--- config.mk ---
export PLATFORM = sky130hd
export DESIGN_NAME = p405s_lrctr_update
export DESIGN_NICKNAME = d
export VERILOG_FILES = /design/src/rtl/p405s_lrctr_update.sv
export SDC_FILE = /design/constraint.sdc
export NUM_CORES = 1
export LEC_CHECK = 0
export BUFFER_PORTS_ARGS = -buffer_cell sky130_fd_sc_hd__buf_2
export CORE_MARGIN = 2
export CORE_UTILIZATION = 25
export DETAILED_ROUTE_END_ITERATION = 10
export HOLD_SLACK_MARGIN = 0.06
export PLACE_DENSITY = 0.55
export REMOVE_ABC_BUFFERS = 1
export SYNTH_ARGS = -nofsm -noshare
export SYNTH_HDL_FRONTEND = slang
export SYNTH_SLANG_ARGS = --single-unit
--- constraint.sdc ---
create_clock -name CB -period 2.3 [get_ports CB]
set_clock_uncertainty 0.1 [all_clocks]
set_input_delay 0.345 -clock CB [delete_from_list [all_inputs] [get_ports CB]]
set_output_delay 0.345 -clock CB [all_outputs]
set_load 0.02 [all_outputs]
--- src/rtl/p405s_lrctr_update.sv ---
// LR/CTR update unit: a one-entry execute-stage register that tracks pending
// link-register and count-register writes and commits them when execute advances.
module p405s_lrctr_update (
    input  logic        CB,
    input  logic        resetCore_L,
    input  logic        dcdValid,
    input  logic        dcdLrUpdate,
    input  logic        dcdLrSrcGpr,
    input  logic        dcdMtCtr,
    input  logic        dcdCtrUpForBcctr,
    input  logic        exeHold,
    input  logic        exeFlush,
    input  logic [0:31] exeGprData,
    input  logic [0:29] exeLinkAddr,
    output logic [0:31] lrQ,
    output logic [0:31] ctrQ,
    output logic        exeCtrZero,
    output logic        lrCtrBusy
);

    logic        exeValidReg,    exeValidNext;
    logic        exeLrWrReg,     exeLrWrNext;
    logic        exeLrSrcGprReg, exeLrSrcGprNext;
    logic        exeCtrMtReg,    exeCtrMtNext;
    logic        exeCtrDecReg,   exeCtrDecNext;
    logic [0:31] lrReg,  lrNext;
    logic [0:31] ctrReg, ctrNext;
    logic        exeCommit;

    // Flush beats both hold and a fresh load from decode.
    always_comb begin
        exeValidNext    = exeValidReg;
        exeLrWrNext     = exeLrWrReg;
        exeLrSrcGprNext = exeLrSrcGprReg;
        exeCtrMtNext    = exeCtrMtReg;
        exeCtrDecNext   = exeCtrDecReg;
        if (exeFlush) begin
            exeValidNext    = 1'b0;
            exeLrWrNext     = 1'b0;
            exeLrSrcGprNext = 1'b0;
            exeCtrMtNext    = 1'b0;
            exeCtrDecNext   = 1'b0;
        end else if (!exeHold) begin
            exeValidNext    = dcdValid;
            exeLrWrNext     = dcdValid & dcdLrUpdate;
            exeLrSrcGprNext = dcdValid & dcdLrSrcGpr;
            exeCtrMtNext    = dcdValid & dcdMtCtr;
            exeCtrDecNext   = dcdValid & dcdCtrUpForBcctr & ~dcdMtCtr;
        end
    end

    assign exeCommit = exeValidReg & ~exeHold & ~exeFlush;

    // LR and CTR commit independently; mtctr outranks a decrement.
    always_comb begin
        lrNext  = lrReg;
        ctrNext = ctrReg;
        if (exeCommit && exeLrWrReg) begin
            lrNext = exeLrSrcGprReg ? exeGprData : {exeLinkAddr, 2'b00};
        end
        if (exeCommit && exeCtrMtReg) begin
            ctrNext = exeGprData;
        end else if (exeCommit && exeCtrDecReg) begin
            ctrNext = ctrReg - 32'd1;
        end
    end

    always_ff @(posedge CB or negedge resetCore_L) begin
        if (!resetCore_L) begin
            exeValidReg    <= 1'b0;
            exeLrWrReg     <= 1'b0;
            exeLrSrcGprReg <= 1'b0;
            exeCtrMtReg    <= 1'b0;
            exeCtrDecReg   <= 1'b0;
            lrReg          <= 32'h0000_0000;
            ctrReg         <= 32'h0000_0000;
        end else begin
            exeValidReg    <= exeValidNext;
            exeLrWrReg     <= exeLrWrNext;
            exeLrSrcGprReg <= exeLrSrcGprNext;
            exeCtrMtReg    <= exeCtrMtNext;
            exeCtrDecReg   <= exeCtrDecNext;
            lrReg          <= lrNext;
            ctrReg         <= ctrNext;
        end
    end

    assign lrQ        = lrReg;
    assign ctrQ       = ctrReg;
    // Branch sees the post-decrement CTR: it reaches zero exactly when it is 1 now.
    assign exeCtrZero = exeValidReg & exeCtrDecReg & (ctrReg == 32'h0000_0001);
    assign lrCtrBusy  = exeValidReg & (exeLrWrReg | exeCtrMtReg | exeCtrDecReg);

endmodule

# [Word-level counts from Yosys, hierarchy flattened]
# Index checks and enable logic that the tools add are counted.
[totals] reg_bits=69 latch_bits=0 ramBits=0 mem_bits_ro=0 input_bits=71 word_cells=42 memories=0
[op_classes] add_sub_neg=1 n_mul=0 div_mod_pow=0 magnitude_cmp=0 eq_ne=2 n_shift=0 muxes=13 bitwise=15 reduce_logical=4
[ops] op="$mux W32" n=3
[ops] op="$eq A32 B1 Y1 const B" n=1
[ops] op="$sub A32 B1 Y32 const B" n=1
[ops] op="$and A1 B1 Y1" n=10
[ops] op="$mux W1" n=10
[ops] op="$logic_and A1 B1 Y1" n=3
[ops] op="$not A1 Y1" n=3
[ops] op="$ne A2 B1 Y1 const B" n=1
[ops] op="$or A1 B1 Y1" n=2
[ops] op="$reduce_bool A2 Y1" n=1

# [Depth between registers and ports, before layout]
# Gate-level depths: netlist of the first run.
[depth] word_depth=6 mapped_depth=8 mapped_depth_nobuf=7

# [Least setup slack after synthesis of the first run]
# OpenSTA, ideal clock, no wires.
[synth_timing] kind="register -> output" start="register ctrReg, in the netlist ctrQ[15]" end="output port exeCtrZero" arrival_ns=2.319 t_required_ns=1.855 slack_ns=-0.464 stages_incl_launch_ff=6 cell_sequence="dfrtp_1 -> or4_1 -> buf_2 -> nor4_4 -> nand2_1 -> nor4_1"
[synth_via] elab_chain_cells=2
[synth_lines] element="from (decl)" line_no="27" rtl="logic [0:31] ctrReg, ctrNext;"
[synth_lines] element="from (signal assigned)" line_no="84" rtl="ctrReg <= ctrNext;"
[synth_lines] element="$eq A32 B1 Y1" line_no="91" rtl="assign exeCtrZero = exeValidReg & exeCtrDecReg & (ctrReg == 32'h0000_0001);"
[synth_lines] element="$and A1 B1 Y1" line_no="91"
[synth_lines] element="to (decl)" line_no="17" rtl="output logic exeCtrZero,"
# No other way between the ends.

# [Worst setup path after layout of the first run]
[layout_timing] start="register ctrReg, in the netlist ctrQ[13]" end="output port exeCtrZero"
# The elaborated chain is that of the path after synthesis.

==> results of run 1 <==
## power groups by stage
stage / clock, mW / sequential [mW] / combinational [mW]
2_1_floorplan: 0 / 1.53 / 0.204
3_3_place_gp: 0 / 1.38 / 0.651
3_5_place_dp: 0 / 1.39 / 0.663
4_1_cts: 1.44 / 1.37 / 0.669
5_1_grt: 1.49 / 1.38 / 0.739
6_report: 1.40 / 1.37 / 0.669
## layer usage
metal / vias to the layer above / global-route usage (%) / part of all wire [%]
li1: 1982 / - / -
met1: 1853 / 21.4 / 46
met2: 125 / 26.8 / 47
met3: 17 / 4.41 / 5.9
met4: 0 / 6.39 / 1.8
met5: - / 0 / 0
## worst paths after layout
kind                                      startpoint                      end  slack [ps]
worst min register to register   lrQ[26]$_DFFE_PN0P_      lrQ[26]$_DFFE_PN0P_         420
worst max register to register  ctrQ[24]$_DFFE_PN0P_     ctrQ[10]$_DFFE_PN0P_         110
worst min-delay path                        dcdMtCtr  exeCtrMtReg$_DFFE_PN0P_         160
max in group asynchronous                resetCore_L      lrQ[31]$_DFFE_PN0P_         940
worst max-delay path            ctrQ[13]$_DFFE_PN0P_               exeCtrZero        -200
min in group asynchronous                resetCore_L      lrQ[27]$_DFFE_PN0P_         530
## worst min-delay path, cell delays in order
cell	delay (ps)
buf_2	90
a22oi_1	60
nor2_1	80
## stage by stage
stage          setup slack [ps]  cells  utilization (%)  setup TNS (ps)
2_1_floorplan              -900    410                -          -35180
3_3_place_gp              -64.2    789             33.7           -64.2
3_5_place_dp              -86.6    789             33.7            -127
6_report                   -201    811             36.4            -201
5_1_grt                    -318    811             36.4            -318
4_1_cts                    -200    808             36.0            -203
## synthesized netlist by cell type (all sizes together) (8+ instances only)
cell type	count
or4	8
clkbuf	22
nor4	12
buf	9
o21ai	24
nand3	20
a21oi	48
dfrtp	69
nand2	23
nor3	21
nor2	61
nand4	8
mux2i	36
## logic make-up after synthesis
family	share of synthesized area (%)
and+or+nand+nor	24.6
AOI/OAI and AO/OA	17.2
DFF	44.3
buffers and inverters	3.76
muxes	9.54
adders and majority gates	0.642
## sequential cells by signal, summed over array words and instances, names as in the netlist
name / cells
exeLrSrcGprReg: 1
exeCtrMtReg: 1
exeCtrDecReg: 1
lrQ: 32
exeValidReg: 1
exeLrWrReg: 1
ctrQ: 32
## repair_timing
item | in CTS | in global routing
pin swaps | 5 | 4
setup buffers | 2 | 3
endpoints found under the setup margin | 5 | 15
endpoints found under the hold margin | 56 | 0
hold buffers | 1 | 0
gates resized for setup | 8 | 9
## final cells by class
| cell class | count | area, um^2 |
|---|---|---|
| fillers | 1597 | 9670 |
| multi-input cells | 334 | 2100 |
| flip-flops and latches | 69 | 1730 |
| repair buffers | 197 | 1150 |
| clock buffers | 11 | 243 |
| well taps | 188 | 235 |
| clock inverters | 5 | 50.0 |
| inverters | 7 | 26.3 |
==> run_results.csv, run 1 <==
group,metric,value,unit
run_status,status,"finished, violations left",
run_status,violations,"setup timing",
place,portBuffers,136,
route,first_iter_violations,262,
route,routed_wl,13.3,mm
power,p_per_area,622,nW/um^2
route,wl_per_cell,16.5,um
route,post_drt_via_cell_ratio,4.90,
sta,rsz0062_at_grt,"true",
place,dp_hpwl,9.95,mm
synth,ys.flop_type,"dfrtp_1",
power,vdd.ir_drop.worst,386,uV
final_layout,layout_commonest_cell,"buf_2",
synth,synthCells,441,
sta,whs,161,ps
final_layout,diodes,0,
floorplanning,placementRows,45,
sta,tightest_slew,795,ps
setup_path,critical-path-top-delay-family,"simple AND/OR/NAND/NOR gates",
power,clkPwrFrac,40.7,%
power,swShare,29.2,%
setup_path,cpMaxStageDelayCell,"or4_4",
final_layout,drive_gt1_share,38.5,%
final_layout,syn_to_final_growth,42.0,%
power,comb_power_share,19.4,%
floorplanning,die_x,129,um
setup_path,critPathMaxFanout,2,
global_route,grt_pass1_wl,20.9,mm
global_route,globalRoute.totalOverflow,0,
sta,layout_setup_ws,-201,ps
power,p_sw,1.00,mW
route,via_count,3977,
cts,clk_latency,350,ps
power,sequentialPowerShare,39.8,%
final_layout,final_cell_mix,"buf_2 (134), dfrtp_1 (65), nor2_1 (61), buf_4 (61), a21oi_1 (48)",
power,p_leak,2.61,nW
setup_path,worstPathArrival,2060,ps
global_route,grt_use_total,16.7,%
global_route,grt_max_degree,59,
synth,netlist.area_leader.share,44.3,%
place,place_area,5120,um^2
route,ant_nets,0,
sta,fmax,400,MHz
synth,synth_area_leader_cell,"dfrtp_1",
sta,period_needed,2500,ps
setup_path,cp_slowest_stage_delay,570,ps
synth,ys_warn_count,0,
sta,post-route-period-util,109,%
synth,synth-edff-count,0,
cts,cts_tree,"built",
cts,root_buffer,"clkbuf_16",
global_route,grt_pass1_vias,3879,
setup_path,required,1860,ps
synth,syn-cell-area,3900,um^2
floorplanning,core_area,15200,um^2
cts,cts.sinks,69,
floorplanning,dieArea,16600,um^2
place,place.gp.congestion,0.900,
floorplanning,io_pins,137,
synth,synth_seq_cells,69,
setup_path,worstPathCellList,"or4_4 > nor4_4 > nand2_1 > nor4_2 > buf_4 > buf_6",
final_layout,fin_nets,691,
synth,avgSynthCellArea,8.84,um^2
setup_path,reg2regPathDepth,6,
synth,async_flop_share,100,%
synth,yosys-top-cells-area,"dfrtp_1 (44%), mux2i_1 (9.2%), a21oi_1 (6.2%)",
run,maxCapViolations,0,
worst_hold_path,hp-class,"in2reg",
floorplanning,initial_core_util,25.6,%
setup_path,cp_num_buf_inv,2,
final_layout,stdcell_area,5530,um^2
cts,cts_max_path_buffers,2,
setup_path,cp.depth,6,
cts,htreeDepth,3,
route,route.detailed.drc,0,
sta,final_hold_viol_count,0,
worst_hold_path,min_path_cells,3,
synth,netlist-cell-type-count,46,
cts,clkSlewWorstSetupHoldPaths,60,ps
sta,slew_viol_final,0,
power,p_int,2.44,mW
floorplanning,fp.dieH,129,um
setup_path,startpoint_type,"flip-flop",
synth,yosysSeqAreaShare,44.3,%
global_route,antenna_found_initial,0,
sta,relSlewSlack,47.0,%
setup_path,endpoint_kind,"output pin",
setup_path,path_class,"reg2out",
sta,setup_viol,1,
route,first_pass_iters,4,
power,p_total,3.44,mW
cts,cts_made_buffers,9,
Power figures use the tool's default switching activity.
==> run 2: changes to the inputs <==
- clock period: 2.3 -> 2.6 ns (I/O delays scaled with it)
==> run 2 against run 1 <==
Compared with the run above:
- the flow now finishes without violations
- die area did not move
- cell count fell by 3.6%
- clock-buffer cell count rose by 1
- sequential power fell by 10%
- worst hold slack got worse by 130 ps
- sequential share of layout area rose by 1.4 points
- via count fell by 1.8%
- highest routed layer unchanged
==> run_results.csv, run 2 (synthesis results as in run 1) <==
group,metric,value,unit
run_status,status,"finished clean",
setup_path,critical-path-top-delay-family,"simple AND/OR/NAND/NOR gates",
place,place_ws,144,ps
setup_path,startpoint_type,"flip-flop",
floorplanning,initial_core_util,25.6,%
global_route,grt_pass1_wl,20.6,mm
setup_path,cp_slowest_stage_delay,560,ps
global_route,globalRoute.totalOverflow,0,
final_layout,diodes,0,
cts,cts_tree,"built",
route,routed_wl,13.0,mm
floorplanning,fp.dieH,129,um
power,swShare,29.2,%
power,clkPwrFrac,41.3,%
floorplanning,placementRows,45,
route,wl_per_cell,16.6,um
power,comb_power_share,17.9,%
sta,post-route-period-util,99.3,%
cts,cts_made_buffers,9,
final_layout,multi_input_area,2050,um^2
floorplanning,io_pins,137,
setup_path,reg2regPathDepth,8,
place,portBuffers,136,
setup_path,required,2110,ps
final_layout,syn_to_final_growth,35.7,%
sta,slew_viol_final,0,
power,vdd.ir_drop.worst,278,uV
setup_path,r2r_slack,210,ps
route,route.detailed.drc,0,
place,place.gp.congestion,0.898,
setup_path,critPathMaxFanout,2,
route,post_drt_via_cell_ratio,4.99,
setup_path,r2r_start,"ctrQ[31]$_DFFE_PN0P_",
cts,root_buffer,"clkbuf_16",
cts,clkSlewWorstSetupHoldPaths,60,ps
sta,rsz0062_at_grt,"true",
final_layout,num-fill-cells,1639,
setup_path,rr_endpoint,"ctrQ[7]$_DFFE_PN0P_",
sta,final_hold_viol_count,0,
place,dp_hpwl,9.58,mm
global_route,grt_use_total,16.1,%
sta,tightest_slew,828,ps
route,ant_nets,0,
cts,cts_max_path_buffers,2,
setup_path,worstPathCellList,"or4_4 > nor4_4 > nand2_1 > nor4_2 > buf_4 > buf_6",
setup_path,endpoint_kind,"output pin",
power,p_per_area,571,nW/um^2
cts,htreeDepth,3,
sta,whs,34.4,ps
worst_hold_path,hp-class,"in2async",
final_layout,final_cell_mix,"buf_2 (134), dfrtp_1 (66), nor2_1 (61)",
route,first_pass_iters,4,
global_route,grt_pass1_vias,3775,
power,p_leak,2.45,nW
cts,holdBufCountCts,0,
power,p_sw,881,uW
final_layout,fin_nets,662,
setup_path,path_class,"reg2out",
sta,fmax,387,MHz
route,via_count,3904,
sta,relSlewSlack,44.8,%
sta,layout_setup_ws,17.8,ps
setup_path,worstPathArrival,2090,ps
cts,cts.sinks,69,
final_layout,final_util,34.8,%
floorplanning,core_area,15200,um^2
cts,clk_latency,340,ps
floorplanning,dieArea,16600,um^2
sta,setup_viol,0,
floorplanning,die_x,129,um
final_layout,regArea,1730,um^2
final_layout,fin_cells,782,
global_route,grt_max_degree,61,
run,maxCapViolations,0,
final_layout,drive_gt1_share,34.2,%
setup_path,cpMaxStageDelayCell,"or4_4",
final_layout,layout_commonest_cell,"buf_2",
place,dp_cells,762,
global_route,antenna_found_initial,0,
power,sequentialPowerShare,40.8,%
sta,period_needed,2580,ps
setup_path,cp_num_buf_inv,2,
route,first_iter_violations,210,
power,p_int,2.14,mW
[run 2: metal layers]
metal | vias to the layer above | wire, um | track usage (%)
met5 | - | 0 | 0
met4 | 0 | 249 | 5.37
met3 | 18 | 775 | 4.28
met2 | 123 | 6020 | 25.6
met1 | 1840 | 5970 | 21.4
li1 | 1923 | - | -
[run 2: stage by stage]
step | setup TNS, ps | instance area (um^2) | power (mW)
after floorplan | -20870 | 3780 | 1.53
after global placement | 0 | 4940 | 1.78
after detailed placement | 0 | 4940 | 1.80
after CTS | -14.4 | 5280 | 3.07
after global routing | -99.7 | 5290 | 3.18
final | 0 | 5290 | 3.02
[run 2: cell type report]
cell class / count / share of cell area (%)
multi-input combinational: 334 / 38.7
sequential: 69 / 32.7
timing repair buffer: 168 / 18.1
clock buffer: 12 / 4.66
tap: 188 / 4.45
clock inverter: 4 / 0.899
inverter: 7 / 0.497
[run 2: worst max-delay path by stage]
| stage | from | end | slack (ps) | cells after the start |
|---|---|---|---|---|
| final | ctrQ[15]$_DFFE_PN0P_ | exeCtrZero | 20 | 6 |
| after global routing | ctrQ[15]$_DFFE_PN0P_ | exeCtrZero | -100 | 6 |
| after CTS | ctrQ[9]$_DFFE_PN0P_ | exeCtrZero | -10 | 6 |
| after detailed placement | ctrQ[15]$_DFFE_PN0P_ | exeCtrZero | 140 | 6 |
| after global placement | ctrQ[15]$_DFFE_PN0P_ | exeCtrZero | 180 | 6 |
| after floorplan | exeHold | lrQ[30]$_DFFE_PN0P_ | -610 | 4 |
[run 2: what timing repair did]
action / CTS / global route
gates resized for setup: 6 / 1
setup buffers: 4 / 0
pin swaps: 3 / 1
setup endpoints to repair: 1 / 2
[run 2: power groups by stage]
stage          Clock [mW]  Sequential, mW  Combinational, mW
2_1_floorplan           0            1.35              0.180
3_3_place_gp            0            1.24              0.537
3_5_place_dp            0            1.25              0.547
4_1_cts              1.29            1.23              0.549
5_1_grt              1.34            1.24              0.603
6_report             1.25            1.23              0.540
